$ cat src/rtl/uart_tx_core.sv
// rtl/uart_tx_core.sv - FIFO-fed UART transmitter; optional even parity via UART_TX_PARITY_EN
module uart_tx_core #(
    parameter int WIDTH          = 8,
    parameter int SAMPLING_TICKS = 16,
    parameter int TICK_DIV       = 1,
    parameter int FIFO_DEPTH     = 16
) (
    input  logic             clk,
    input  logic             rst_n,
    input  logic             wr_en,
    input  logic [WIDTH-1:0] data_in,
    input  logic             start,
    output logic             tx,
    output logic             busy
);

    localparam int AW = $clog2(FIFO_DEPTH);
    localparam int DW = (TICK_DIV > 1) ? $clog2(TICK_DIV) : 1;
    localparam int TW = (SAMPLING_TICKS > 1) ? $clog2(SAMPLING_TICKS) : 1;
    localparam int BW = (WIDTH > 1) ? $clog2(WIDTH) : 1;

`ifdef UART_TX_PARITY_EN
    typedef enum logic [2:0] {IDLE, START, DATA, PARITY, STOP} state_t;
`else
    typedef enum logic [1:0] {IDLE, START, DATA, STOP} state_t;
`endif

    state_t state;

    logic [WIDTH-1:0] mem [FIFO_DEPTH];
    logic [AW-1:0]    wr_ptr;
    logic [AW-1:0]    rd_ptr;
    logic [AW:0]      count;
    logic             fifo_full;
    logic             fifo_empty;
    logic             push;
    logic             pop;

    logic [DW-1:0]    div_cnt;
    logic [TW-1:0]    tick_cnt;
    logic [BW-1:0]    bit_idx;
    logic [WIDTH-1:0] shift_reg;
    logic [WIDTH-1:0] shift_next;
    logic             bit_end;
    logic             div_end;
`ifdef UART_TX_PARITY_EN
    logic             parity;
`endif

    assign fifo_full  = (count == (AW+1)'(FIFO_DEPTH));
    assign fifo_empty = (count == '0);
    assign push       = wr_en && !fifo_full;
    // Launch decision uses registered occupancy, so a same-cycle push into an empty FIFO cannot launch.
    assign pop        = start && (state == IDLE) && !fifo_empty;

    assign div_end    = (div_cnt == DW'(TICK_DIV - 1));
    assign bit_end    = div_end && (tick_cnt == TW'(SAMPLING_TICKS - 1));
    assign shift_next = shift_reg >> 1;

    always_ff @(posedge clk) begin
        if (!rst_n && push) begin
            mem[wr_ptr] <= data_in;
        end
    end

    always_ff @(posedge clk) begin
        if (rst_n) begin
            wr_ptr <= '0;
            rd_ptr <= '0;
            count  <= '0;
        end else begin
            if (push) wr_ptr <= wr_ptr + AW'(1);
            if (pop)  rd_ptr <= rd_ptr + AW'(1);
            case ({push, pop})
                2'b10:   count <= count + (AW+1)'(1);
                2'b01:   count <= count - (AW+1)'(1);
                default: count <= count;
            endcase
        end
    end

    always_ff @(posedge clk) begin
        if (rst_n) begin
            state     <= IDLE;
            tx        <= 1'b1;
            busy      <= 1'b0;
            div_cnt   <= '0;
            tick_cnt  <= '0;
            bit_idx   <= '0;
            shift_reg <= '0;
`ifdef UART_TX_PARITY_EN
            parity    <= 1'b0;
`endif
        end else if (state == IDLE) begin
            tx       <= 1'b1;
            div_cnt  <= '0;
            tick_cnt <= '0;
            bit_idx  <= '0;
            if (pop) begin
                state     <= START;
                tx        <= 1'b0;
                busy      <= 1'b1;
                shift_reg <= mem[rd_ptr];
`ifdef UART_TX_PARITY_EN
                parity    <= ^mem[rd_ptr];
`endif
            end
        end else if (!bit_end) begin
            if (div_end) begin
                div_cnt  <= '0;
                tick_cnt <= tick_cnt + TW'(1);
            end else begin
                div_cnt <= div_cnt + DW'(1);
            end
        end else begin
            div_cnt  <= '0;
            tick_cnt <= '0;
            case (state)
                START: begin
                    state   <= DATA;
                    bit_idx <= '0;
                    tx      <= shift_reg[0];
                end
                DATA: begin
                    if (bit_idx == BW'(WIDTH - 1)) begin
                        bit_idx <= '0;
`ifdef UART_TX_PARITY_EN
                        state   <= PARITY;
                        tx      <= parity;
`else
                        state   <= STOP;
                        tx      <= 1'b1;
`endif
                    end else begin
                        bit_idx   <= bit_idx + BW'(1);
                        shift_reg <= shift_next;
                        tx        <= shift_next[0];
                    end
                end
`ifdef UART_TX_PARITY_EN
                PARITY: begin
                    state <= STOP;
                    tx    <= 1'b1;
                end
`endif
                STOP: begin
                    state <= IDLE;
                    busy  <= 1'b0;
                    tx    <= 1'b1;
                end
                default: begin
                    state <= IDLE;
                    busy  <= 1'b0;
                    tx    <= 1'b1;
                end
            endcase
        end
    end

endmodule

$ cat config.mk
export PLATFORM = sky130hd
export DESIGN_NAME = uart_tx_core
export DESIGN_NICKNAME = d
export VERILOG_FILES = /design/src/rtl/uart_tx_core.sv
export SDC_FILE = /design/constraint.sdc
export NUM_CORES = 1
export LEC_CHECK = 0
export CAP_MARGIN = 20
export CORE_ASPECT_RATIO = 1.5
export CORE_MARGIN = 10
export CORE_UTILIZATION = 30
export DETAILED_ROUTE_END_ITERATION = 6
export GPL_TIMING_DRIVEN = 1
export HOLD_SLACK_MARGIN = 0.06
export PLACE_DENSITY = 0.47
export SETUP_SLACK_MARGIN = 0.15
export SLEW_MARGIN = 10
export SYNTH_ARGS = -nofsm -noshare
export SYNTH_HDL_FRONTEND = slang
export SYNTH_SLANG_ARGS = --single-unit
$ cat constraint.sdc
create_clock -name clk -period 3.9 [get_ports clk]
set_input_delay 0.585 -clock clk [delete_from_list [all_inputs] [get_ports clk]]
set_output_delay 0.585 -clock clk [all_outputs]
set_load 0.05 [all_outputs]
==> run metrics, run 1 <==
status=completed; Mapped Nets=438; Initial Util=0.3026; layout cells sized above 1=0.1916; Clk Latency, worst-skew pair=420 ps; DR iter-0 viols=167; initial antenna violation count=0; nets=468; crit path kind=register to register; DR vias=3553; period utilisation layout=0.8652; final WL=14030 um; setup TNS=0 ps; number of synthesized register bits=165; Synth Instances=411; row cnt=67; Main synth FF type=edfxtp_1; clock skew=7.895 ps; post-synth cell types=49; highest clock rate=0.2963 GHz; critical path cell sequence=or4_4, o211ai_4, inv_1, ha_1, xor2_1, ha_1, a211o_1, nand2_1, nand3b_1, a31oi_1, mux2_2; Hold Crit Class=register to register; number of flip-flops in the largest register=128; Most common cell on crit path=ha_1; DRC violations left=0; pwr/cell area=573.8 nW/um^2; largest net degree at the start of global routing=34; hpwl dp=9665 um; crit-path max cell delay=580 ps; n_diodes=0; Syn. warnings=0; vias in the first global route=3730; fin. max-slew vios=0; slowest CP cell=or4_4; WL/cell=19.22 um; root buffer cell=clkbuf_16; first-pass GRT wire length=21800 um; Clk pin slew, worst setup/hold paths=60 ps; Crit. End Element=register; CTS HTree Levels=4; CTS buffer count=17; post-CTS setup buffers=0; Synth Cell Area=6723 sq um; reg2reg setup slack=530 ps; Area Growth Syn to Fin=15.75%; die area=28920 sq um; post-CTS resize count=0; Fin. Hold Viols=0; DR pass1 iterations=4; max cap viols=0; grt ovf=0; FFs w/ async S/R, synth=0; IO Count=14; post-route cell area=7781 sq um; min Tclk post-route=3374 ps; Die Y=203.3 um; clock buffer depth=2; Area after DPL=7239 sq um; CTS tree=built; Core Region=22220 sq um; CP required=4210 ps; Slew @ Worst Pin=901.8 ps; Data arrival, critical path=3690 ps; global-route usage over all layers=0.1013; Final GP Congestion=0.7453; via/cell ratio=4.867; Syn Area/Cell=16.36 sq um; startpoint type of the worst setup path=register; post-synthesis sequential area ratio=0.6819; CP max FO=15; antenna-violating nets left=0; RSZ-0062 raised after global routing=no; max_slew headroom=0.3966; leak pwr=2.500 nW; EDFF count, synth=128; Max VDD drop=294.5 uV; cts hold-fix bufs=0; final setup vio count=0; Die Wd=142.2 um; clock sink count=165; I/O Buffers=13
layer usage:
metal  global-route usage  share of wire  wire, um  vias up
met1               0.1062           0.39      5495     1834
met3              0.02630          0.022       307       10
met4              0.04026          0.017       235        0
li1                     -              -         -     1663
met2               0.1862           0.57      7993       46
met5                    0              0         0        -
area by class of cell:
cell class,count,area [sq um]
Sequential cell,165,4586
Clock buffer,20,436.7
Inverter,9,33.78
Fill cell,2056,14430
Multi-Input combinational cell,217,2009
Clock inverter,12,105.1
Timing Repair Buffer,31,265.3
Tap cell,276,345.3
power by group:
group          internal, mW  total, mW  switching [mW]
clock network         0.877       1.56           0.685
registers              2.00       2.11           0.105
logic                 0.329      0.798           0.469
kinds of logic (layout without fill, tap and decap cells):
| family | Yosys count | after routing | synth area share |
|---|---|---|---|
| DFF | 165 | 165 | 0.6819 |
| other | 1 | 1 | 0.0005578 |
| xor gates and xnor gates | 12 | 12 | 0.01564 |
| AOI/OAI and AO/OA | 58 | 58 | 0.06347 |
| adders and majority gates | 15 | 15 | 0.02792 |
| muxes | 46 | 46 | 0.1282 |
| and+or+nand+nor | 85 | 85 | 0.06310 |
| buffers and inverters | 29 | 72 | 0.01917 |
critical path, delay by kind of cell (launching register included):
family,cells,cell delay [ps]
DFF,1,380
muxes,1,350
xor gates and xnor gates,1,190
AOI/OAI and AO/OA,3,860
and+or+nand+nor,3,730
adders and majority gates,2,580
buffers and inverters,1,190
synth_stat cells (3+ instances only):
library cell    n  area share
edfxtp_1      128        0.57
a22o_1          7      0.0091
nor2b_1         3      0.0028
o21ai_0         5      0.0037
ha_1           15       0.028
buf_2           4      0.0030
dfxtp_1        37        0.11
a21oi_1        17       0.013
mux2i_1        13       0.019
nand2b_1        3      0.0028
mux4_2         32        0.11
xnor2_1         3      0.0039
clkbuf_1       13      0.0073
nor2_1         41       0.023
a221oi_1       13       0.017
nand2_1        13      0.0073
inv_1           9      0.0050
or3_1           3      0.0028
nand3b_1        4      0.0045
xor2_1          9       0.012
nor3_1          6      0.0045
placed cells by master, fill, tap and decap left out, drive strengths merged, types with 4 or more instances in the layout:
master / instances
nand3b: 4
ha: 15
dfxtp: 37
buf: 18
a22o: 7
a21oi: 17
o21ai: 7
xor2: 9
mux2i: 13
clkinvlp: 5
edfxtp: 128
nor2: 41
inv: 12
nor3: 7
clkdlybuf4s50: 13
a221oi: 14
clkbuf: 20
mux4: 32
nand2: 14
metrics by stage:
| step | total power [mW] | std cells | hold slack [ps] | util | worst slack [ps] |
|---|---|---|---|---|---|
| final | 4.464 | 730 | 495.9 | 0.3503 | 525.6 |
| after global routing | 4.684 | 730 | 514.5 | 0.3503 | 272.3 |
| after CTS | 4.525 | 730 | 497.1 | 0.3503 | 476.6 |
| after detailed placement | 2.955 | 698 | 492.1 | 0.3259 | 488.3 |
| after global placement | 2.945 | 698 | 479.2 | 0.3259 | 564.7 |
| after floorplan | 2.723 | 411 | 461.4 | - | 826.4 |
worst paths after layout:
check / end / depth (start not counted) / startpoint
max reg2reg: count[4]$_SDFFE_PP0P_ / 11 / count[1]$_SDFFE_PP0P_
min reg2reg: rd_ptr[3]$_SDFFE_PP0N_ / 2 / rd_ptr[3]$_SDFFE_PP0N_
min: rd_ptr[3]$_SDFFE_PP0N_ / 2 / rd_ptr[3]$_SDFFE_PP0N_
max: count[4]$_SDFFE_PP0P_ / 11 / count[1]$_SDFFE_PP0P_
(Power assumes the default switching activity.)
==> inputs of run 2 (changes only) <==
- MAX_ROUTING_LAYER: default -> met4
==> run 2 against run 1 <==
Against the previous run: routed wire length barely moved; largest power group unchanged; register-to-register slack hardly changed; clock skew grew 0.78 ps; clock power hardly changed; cell count unchanged; worst hold slack about the same; clock-buffer cell count unchanged; core utilization unchanged; fmax increased by 0.12%; cell area did not move; power hardly changed.
==> run metrics, run 2 (same netlist as run 1, synthesis figures left out) <==
reg2reg setup slack=530 ps (about the same); WL/cell=19.24 um (was 19.22 um); r2r startpoint=count[1]$_SDFFE_PP0P_ (unchanged); startpoint type of the worst setup path=register (unchanged); Crit. End Element=register (unchanged); Hold Crit Start=rd_ptr[3]$_SDFFE_PP0N_ (unchanged); max_slew headroom=0.3893 (was 0.3966); root buffer cell=clkbuf_16 (unchanged); die area=28920 sq um (unchanged); RSZ-0062 raised after global routing=no (unchanged); Switching Share=0.2823 (was 0.2819); CTS tree=built (unchanged); GRT Max-Usage Layer=met2 (unchanged); nets=468 (unchanged); clock sink count=165 (unchanged); Psw=1.261 mW (was 1.258 mW); hpwl dp=9665 um (unchanged); WHS Path Cells=2 (unchanged); DRC violations left=0 (unchanged); clock buffer depth=2 (unchanged); Clk pin slew, worst setup/hold paths=60 ps (about the same); fin. max-slew vios=0 (unchanged); Fin. Hold Viols=0 (unchanged); FILL cells=2056 (unchanged); clock skew=8.674 ps (was 7.895 ps); DR pass1 iterations=4 (unchanged); layout cells sized above 1=0.1916 (unchanged); min Tclk post-route=3370 ps (was 3374 ps); Clk pwr share=0.350 (about the same); CP required=4220 ps (was 4210 ps); FF-to-FF path depth=11 (unchanged); max cap viols=0 (unchanged); vias in the first global route=3722 (was 3730); CTS HTree Levels=4 (unchanged); Die Y=203.3 um (unchanged); IO Count=14 (unchanged); pwr/cell area=574.1 nW/um^2 (was 573.8 nW/um^2); met2 GRT Util=0.1867 (was 0.1862); register share of total power=0.471 (was 0.472); period utilisation layout=0.8642 (was 0.8652); Clk Latency, worst-skew pair=430 ps (was 420 ps); n_diodes=0 (unchanged); M3 GR Usage=0.02630 (unchanged); largest net degree at the start of global routing=34 (unchanged); RR Endpoint=count[4]$_SDFFE_PP0P_ (unchanged); Area Growth Syn to Fin=15.75% (unchanged); I/O Buffers=13 (unchanged); final WL=14040 um (was 14030 um); Int Power=3.206 mW (about the same); Hold Crit Class=register to register (unchanged); crit path kind=register to register (unchanged); Core Region=22220 sq um (unchanged); met1 capacity usage during global routing=0.1065 (was 0.1062); first-pass GRT wire length=21820 um (was 21800 um); antenna-violating nets left=0 (unchanged); DR iter-0 viols=181 (was 167); Die Wd=142.2 um (unchanged); DR vias=3525 (was 3553); post-CTS setup buffers=0 (unchanged); global-route usage over all layers=0.1045 (was 0.1013); cts hold-fix bufs=0 (unchanged); combinational share of power=0.178 (was 0.179); row cnt=67 (unchanged); via/cell ratio=4.829 (was 4.867); most common cell after layout, fill and taps aside=edfxtp_1 (unchanged); Final GP Congestion=0.7547 (was 0.7453); Data arrival, critical path=3690 ps (about the same); setup TNS=0 ps (unchanged); status=completed (unchanged); CTS buffer count=17 (unchanged); Initial Util=0.3026 (unchanged); Max VDD drop=297.5 uV (was 294.5 uV); initial antenna violation count=0 (unchanged); post-CTS resize count=0 (unchanged); leak pwr=2.500 nW (unchanged); number of flip-flops in the largest register=128 (unchanged); Final Core Density=0.3503 (unchanged); Hold Path End=rd_ptr[3]$_SDFFE_PP0N_ (unchanged); grt ovf=0 (unchanged); CP max FO=15 (unchanged); highest clock rate=0.2967 GHz (was 0.2963 GHz); most frequent cells in the layout=128 x edfxtp_1, 41 x nor2_1, 36 x dfxtp_1, 32 x mux4_2, 18 x buf_4 (unchanged); final setup vio count=0 (unchanged); Slew @ Worst Pin=912.7 ps (was 901.8 ps)
## run 2: cell counts in the layout (fill, tap and decap cells not counted)
Identical to the previous run, type by type.
## run 2: power groups by stage
stage	clock, mW	combinational [mW]	sequential [mW]
floorplan	0	0.597	2.13
global placement	0	0.805	2.14
detailed placement	0	0.810	2.14
CTS	1.60	0.815	2.11
global route	1.68	0.883	2.12
finish	1.56	0.797	2.11
## run 2: final cells by class
type                    instances  area [sq um]  share of cell area
clock inverters                12         105.1             0.01351
inverters                       9         33.78            0.004342
multi-input cells             217          2009              0.2582
well taps                     276         345.3             0.04438
repair buffers                 31         265.3             0.03409
clock buffers                  20         436.7             0.05612
flip-flops and latches        165          4586              0.5893
## run 2: routing by layer
layer  part of all wire  wire (um)  up-vias
met5                  0          0        -
met4              0.019        265        0
met3              0.023        319       14
met2               0.57       8012       40
met1               0.39       5448     1806
li1                   -          -     1665
## run 2: worst max path at each step
stage / from / end / slack, ps / depth (start not counted)
CTS: count[1]$_SDFFE_PP0P_ / count[4]$_SDFFE_PP0P_ / 480 / 11
global placement: count[1]$_SDFFE_PP0P_ / count[4]$_SDFFE_PP0P_ / 560 / 11
finish: count[1]$_SDFFE_PP0P_ / count[4]$_SDFFE_PP0P_ / 530 / 11
floorplan: count[1]$_SDFFE_PP0P_ / count[4]$_SDFFE_PP0P_ / 830 / 14
detailed placement: count[1]$_SDFFE_PP0P_ / count[4]$_SDFFE_PP0P_ / 490 / 11
global route: count[1]$_SDFFE_PP0P_ / count[4]$_SDFFE_PP0P_ / 270 / 11
## run 2: metrics by stage
stage / worst slack, ps / power (mW) / hold slack (ps) / instances / instance area [sq um]
2_1_floorplan: 826.4 / 2.723 / 461.4 / 411 / 6723
3_3_place_gp: 564.7 / 2.945 / 479.2 / 698 / 7239
3_5_place_dp: 488.3 / 2.955 / 492.1 / 698 / 7239
4_1_cts: 476.6 / 4.525 / 497.1 / 730 / 7781
5_1_grt: 272.3 / 4.685 / 514.5 / 730 / 7781
6_report: 529.5 / 4.467 / 495.9 / 730 / 7781
## run 2: critical path: stages, from the launching register on
cell and delay (ps):
dfxtp_1 380, or4_4 580, o211ai_4 420, inv_1 190
ha_1 350, xor2_1 190, ha_1 230, a211o_1 270
nand2_1 70, nand3b_1 80, a31oi_1 170, mux2_2 350
